--- src/rtl/ahb_apb_bridge_pkg.sv ---
// Shared AHB/APB encodings and bridge FSM state codes for the Zscale peripheral bus.
package ahb_apb_bridge_pkg;

  localparam logic [1:0] HTRANS_IDLE   = 2'b00;
  localparam logic [1:0] HTRANS_BUSY   = 2'b01;
  localparam logic [1:0] HTRANS_NONSEQ = 2'b10;
  localparam logic [1:0] HTRANS_SEQ    = 2'b11;

  localparam logic HRESP_OKAY  = 1'b0;
  localparam logic HRESP_ERROR = 1'b1;

  localparam logic [5:0] ST_IDLE   = 6'b000001;
  localparam logic [5:0] ST_SETUP  = 6'b000010;
  localparam logic [5:0] ST_ACCESS = 6'b000100;
  localparam logic [5:0] ST_DONE   = 6'b001000;
  localparam logic [5:0] ST_ERR1   = 6'b010000;
  localparam logic [5:0] ST_ERR2   = 6'b100000;

  // A single slave still needs one index bit so the decode slices stay legal.
  function automatic int idx_width(input int n);
    return (n > 1) ? $clog2(n) : 1;
  endfunction

endpackage

--- src/rtl/ahb_apb_bridge_decode.sv ---
// Combinational APB window decode: haddr -> hit, slave index and one-hot select.
// Zero latency; no handshake.
module apb_addr_decode
  import ahb_apb_bridge_pkg::*;
#(
  parameter int          N_SLV     = 4,
  parameter logic [31:0] BASE_ADDR = 32'h8000_0000,
  parameter int          SLV_SHIFT = 12
) (
  input  logic [31:0]                  haddr,
  output logic                         hit,
  output logic [idx_width(N_SLV)-1:0]  idx,
  output logic [N_SLV-1:0]             psel_onehot
);

  localparam int IW  = idx_width(N_SLV);
  localparam int TOP = SLV_SHIFT + IW;
  localparam logic [IW:0] N_LIM = (IW+1)'(N_SLV);

  logic unused_low;

  assign idx = haddr[TOP-1:SLV_SHIFT];
  assign hit = (haddr[31:TOP] == BASE_ADDR[31:TOP]) && ({1'b0, idx} < N_LIM);
  assign unused_low = ^haddr[SLV_SHIFT-1:0];

  always_comb begin
    psel_onehot = '0;
    for (int i = 0; i < N_SLV; i++) begin
      psel_onehot[i] = hit && (idx == IW'(i));
    end
  end

endmodule

--- src/rtl/ahb_apb_bridge.sv ---
// AHB-Lite slave to APB master bridge, one transfer in flight; zero-wait APB read completes in 3 cycles.
// Stalls AHB with hreadyout=0 through SETUP/ACCESS/ERR1; PSLVERR, misses and timeouts give a two-cycle ERROR.
module ahb_apb_bridge
  import ahb_apb_bridge_pkg::*;
#(
  parameter int          N_SLV     = 4,
  parameter logic [31:0] BASE_ADDR = 32'h8000_0000,
  parameter int          SLV_SHIFT = 12,
  parameter int          TIMEOUT   = 255
) (
  input  logic                  clk,
  input  logic                  reset,
  input  logic                  hsel,
  input  logic [31:0]           haddr,
  input  logic                  hwrite,
  input  logic [2:0]            hsize,
  input  logic [1:0]            htrans,
  input  logic [31:0]           hwdata,
  input  logic                  hreadyin,
  output logic [31:0]           hrdata,
  output logic                  hreadyout,
  output logic                  hresp,
  output logic [31:0]           paddr,
  output logic                  pwrite,
  output logic [31:0]           pwdata,
  output logic [N_SLV-1:0]      psel,
  output logic                  penable,
  input  logic [32*N_SLV-1:0]   prdata,
  input  logic [N_SLV-1:0]      pready,
  input  logic [N_SLV-1:0]      pslverr
);

  localparam int IW = idx_width(N_SLV);
  localparam int CW = (TIMEOUT > 255) ? $clog2(TIMEOUT + 1) : 8;

  logic             dec_hit;
  logic [IW-1:0]    dec_idx;
  logic [N_SLV-1:0] dec_sel;

  logic [5:0]       state_q, state_d;
  logic [31:0]      paddr_q, paddr_d;
  logic             pwrite_q, pwrite_d;
  logic [N_SLV-1:0] sel_q, sel_d;
  logic [IW-1:0]    idx_q, idx_d;
  logic [31:0]      hrdata_q, hrdata_d;
  logic [CW-1:0]    cnt_q, cnt_d;

  logic             can_accept, accept, in_xfer;
  logic             slv_rdy, slv_err;
  logic [31:0]      slv_rdata;
  logic             unused_hsize;

  apb_addr_decode #(
    .N_SLV     (N_SLV),
    .BASE_ADDR (BASE_ADDR),
    .SLV_SHIFT (SLV_SHIFT)
  ) u_decode (
    .haddr       (haddr),
    .hit         (dec_hit),
    .idx         (dec_idx),
    .psel_onehot (dec_sel)
  );

  assign can_accept = (state_q == ST_IDLE) || (state_q == ST_DONE) || (state_q == ST_ERR2);
  assign accept     = can_accept && hsel && hreadyin &&
                      (htrans != HTRANS_IDLE) && (htrans != HTRANS_BUSY);
  assign in_xfer    = (state_q == ST_SETUP) || (state_q == ST_ACCESS);

  // Only the captured slave's handshake is observed; others may float anything.
  assign slv_rdy = |(pready & sel_q);
  assign slv_err = |(pslverr & sel_q);

  always_comb begin
    slv_rdata = '0;
    for (int i = 0; i < N_SLV; i++) begin
      if (idx_q == IW'(i)) slv_rdata = prdata[32*i +: 32];
    end
  end

  always_comb begin
    state_d  = state_q;
    paddr_d  = paddr_q;
    pwrite_d = pwrite_q;
    sel_d    = sel_q;
    idx_d    = idx_q;
    hrdata_d = hrdata_q;
    cnt_d    = cnt_q;
    if (accept) begin
      paddr_d  = haddr;
      pwrite_d = hwrite;
      sel_d    = dec_sel;
      idx_d    = dec_idx;
    end
    // In ACCESS, cnt_q equals the number of ACCESS cycles including the current one.
    if (in_xfer && (cnt_q != {CW{1'b1}})) cnt_d = cnt_q + 1'b1;
    unique case (state_q)
      ST_IDLE, ST_DONE, ST_ERR2: begin
        if (accept) state_d = dec_hit ? ST_SETUP : ST_ERR1;
        else        state_d = ST_IDLE;
      end
      ST_SETUP: state_d = ST_ACCESS;
      ST_ACCESS: begin
        if (slv_rdy) begin
          if (slv_err) begin
            state_d = ST_ERR1;
          end else begin
            state_d = ST_DONE;
            if (!pwrite_q) hrdata_d = slv_rdata;
          end
        end else if ((TIMEOUT != 0) && (cnt_q == CW'(TIMEOUT))) begin
          state_d = ST_ERR1;
        end
      end
      ST_ERR1: state_d = ST_ERR2;
      default: state_d = ST_IDLE;
    endcase
    if (state_d == ST_SETUP) cnt_d = '0;
  end

  always_ff @(posedge clk or posedge reset) begin
    if (reset) begin
      state_q  <= ST_IDLE;
      paddr_q  <= '0;
      pwrite_q <= 1'b0;
      sel_q    <= '0;
      idx_q    <= '0;
      hrdata_q <= '0;
      cnt_q    <= '0;
    end else begin
      state_q  <= state_d;
      paddr_q  <= paddr_d;
      pwrite_q <= pwrite_d;
      sel_q    <= sel_d;
      idx_q    <= idx_d;
      hrdata_q <= hrdata_d;
      cnt_q    <= cnt_d;
    end
  end

  assign hreadyout = !(in_xfer || (state_q == ST_ERR1));
  assign hresp     = ((state_q == ST_ERR1) || (state_q == ST_ERR2)) ? HRESP_ERROR : HRESP_OKAY;
  assign hrdata    = hrdata_q;
  assign paddr     = paddr_q;
  assign pwrite    = pwrite_q;
  assign pwdata    = hwdata;
  assign psel      = in_xfer ? sel_q : '0;
  assign penable   = (state_q == ST_ACCESS);

  assign unused_hsize = ^hsize;

endmodule

--- config.mk ---
export PLATFORM = sky130hd
export DESIGN_NAME = ahb_apb_bridge
export DESIGN_NICKNAME = d
export VERILOG_FILES = /design/src/rtl/ahb_apb_bridge_pkg.sv /design/src/rtl/ahb_apb_bridge_decode.sv /design/src/rtl/ahb_apb_bridge.sv
export SDC_FILE = /design/constraint.sdc
export NUM_CORES = 1
export LEC_CHECK = 0
export CORE_MARGIN = 2
export CORE_UTILIZATION = 35
export DETAILED_ROUTE_END_ITERATION = 16
export PLACE_DENSITY_LB_ADDON = 0.25
export REMOVE_ABC_BUFFERS = 1
export SYNTH_ARGS = -nofsm -noshare
export SYNTH_HDL_FRONTEND = slang
export SYNTH_HIERARCHICAL = 1
export SYNTH_SLANG_ARGS = --single-unit
--- constraint.sdc ---
create_clock -name clk -period 8.5 [get_ports clk]
set_input_delay 1.7 -clock clk [delete_from_list [all_inputs] [get_ports clk]]
set_output_delay 1.7 -clock clk [all_outputs]
set_load 0.02 [all_outputs]
==> results.cfg <==
[outcome]
outcome = completed

[sta]
max-slew-margin-rel_pct = 29.8
worst_pin_slew_ps = 1050
finalCritPeriodShare_pct = 46.1
fmax_mhz = 255
clock_skew_ps = 8.22
period_minus_slack_ps = 3920
setup_tns_ps = 0
finalSetupViolCount = 0
drv_slew = 0
fin_ws_ps = 4580
hold_viol_final = 0
rsz0062_at_grt = false

[global_routing]
grt_first_pass_wirelength_mm = 21.6
grt_start_max_net_pins = 86
antenna_found_initial = 0
grt_pass1_vias = 3912
grtUsageTotal_pct = 19.7
grt-ovfl-total = 0

[place]
gp_congestion = 0.777
post-place-ws_ps = 4330
detailed_place_hpwl_mm = 11.2
dp_cells = 704
io_buffers = 245

[floorplanning]
num_rows = 42
core_um2 = 13300
io_pins = 314
fp.dieW_um = 121
die_h_um = 121
die_area_um2 = 14600
start_util_pct = 36.0

[yosys]
postSynthCellCount = 335
syn_area_um2 = 4790
synth_edf_count = 0
yosysTopAreaCellShare_pct = 43.9
synthArstFlopShare_pct = 100
synth-main-ff-cell = dfrtp_1
synth_common_cells = 84 x dfrtp_1, 41 x mux2_2, 34 x buf_4, 32 x mux4_2, 30 x mux2_4
yosysUniqueCellTypes = 49
avgSynthCellArea_um2 = 14.3
synth.most_common_cell = dfrtp_1
yosys.area.top_type = dfrtp_1
synth_seq_cells = 85
synthTopCellsByArea = dfrtp_1 44%, mux4_2 15%, mux2_2 9.6%, mux2_4 9.4%, buf_4 5.3%
ys_seq_area_share_pct = 44.5
synth_warnings = 6

[route]
wirelength_mm = 14.4
firstDrtPassIters = 6
drc_errors = 0
ant_nets = 0
viasPerCell = 5.09
via_count = 3667
drt-wirelength-per-cell_um = 19.9
drt_iter0_drc = 152

[clock_network]
clk_pin_slew_worst_paths_ps = 70
htreeDepth = 3
cts_resized = 0
clockBufferDepth = 2
clockRootBuffer = clkbuf_16
cts_setup_buffers = 0
cts_num_sinks = 85
hold_buffers = 0
cts_tree = built
cts_made_buffers = 9
clock_latency_ps = 340

[final_layout]
final_cells = 720
antenna_cells = 0
ff_latch_area_um2 = 2130
nets = 750
fillers = 1158
area_growth_pct = 53.7
multi_input_area_um2 = 2240
drive_gt1_share_pct = 25.4
utilization_pct = 55.3

[setup_path]
path_class = flop to output pin
worst_setup_path_start_kind = flop
end_kind = output pin
cp.arrival_ps = 2220
worstPathRequired_ps = 6800
path_max_fanout = 10

[pwr]
vdd_ir_drop_max_uv = 94.3
p_leak_nw = 3.05
power_per_cell_area_nw_per_um2 = 165

[flow_run]
cap_violations = 0

[hold_path]
min_path_type = flop to flop
-- state kept, by name, summed over array words and instances (netlist names) --
name,cells
hrdata,32
paddr,32
cnt_q,8
state_q,6
sel_q,4
idx_q,2
pwrite,1
-- logic make-up (layout without fill, tap and decap cells) --
kind of cell    Yosys count  after routing  share of synthesized area, %
buf+inv                  59            268                          8.81
simple gates             55             55                          7.87
flops                    85             85                          44.5
mux                     103            103                          34.1
compound gates           28             28                          3.76
xor+xnor                  4              4                         0.732
fa+ha+maj                 1              1                         0.261
-- cells in the final DEF (no fill, tap or decap), types with 2 or more instances in the layout --
cell type          n
inv_1              5
clkdlybuf4s50_1  245
nand3_1            5
or4_1              2
inv_6              2
or3_1              3
nor4_2             2
and4_1             2
dfrtp_1           83
and3_2             6
nor4_1             5
clkbuf_16          9
a22o_1             2
nor3_1             5
mux2_4            30
o21ai_0            5
nand2_1            4
nor2_1             4
a21oi_1            8
o211ai_1           2
mux2_2            41
o31ai_1            3
mux4_2            32
nand4_1            3
clkinvlp_4         4
and3_1             3
a22oi_1            2
xor2_1             3
-- routing by layer --
layer	wire length, um	vias up	GRT usage (%)
li1	-	1641	-
met2	6900	211	31.8
met1	5260	1800	22.1
met4	107	2	3.27
met3	2050	13	12.5
met5	41	-	4.78
-- worst max-delay path, stage by stage (launching register included) --
cell	delay, ps
dfrtp_1	490
nor4_4	530
nand2_2	160
inv_1	80
clkdlybuf4s50_1	620
-- where the power goes --
group / internal (W) / total, W / switching (W)
Sequential: 0.000443 / 0.000482 / 0.0000386
Clock: 0.000202 / 0.000371 / 0.000169
Combinational: 0.000233 / 0.000357 / 0.000125
-- stage by stage --
| stage | area [um2] | hold WS [ps] | power (W) |
|---|---|---|---|
| 6_report | 7360 | 504 | 0.00121 |
| 2_1_floorplan | 4390 | 508 | 0.000667 |
| 3_3_place_gp | 7070 | 487 | 0.000847 |
| 5_1_grt | 7360 | 526 | 0.00127 |
| 4_1_cts | 7360 | 508 | 0.00123 |
| 3_5_place_dp | 7070 | 494 | 0.000853 |
-- layout make-up --
type                    count  area share [%]
multi-input cells         191            30.4
clock inverters             7           0.799
well taps                 176            2.99
repair buffers            246            33.4
inverters                   6           0.340
flip-flops and latches     85            28.9
clock buffers               9            3.06
-- final timing paths --
check,end,slack [ps],startpoint,cells past startpoint
worst min-delay path,paddr[29],500,paddr[29],1
worst min register to register,paddr[29],500,paddr[29],1
min in group asynchronous,hrdata[26],1960,reset,2
worst max-delay path,penable,4580,state_q[4],4
worst max register to register,hrdata[24],5830,state_q[4],4
max in group asynchronous,idx_q[0],5830,reset,2
Power figures use the tool's default switching activity.
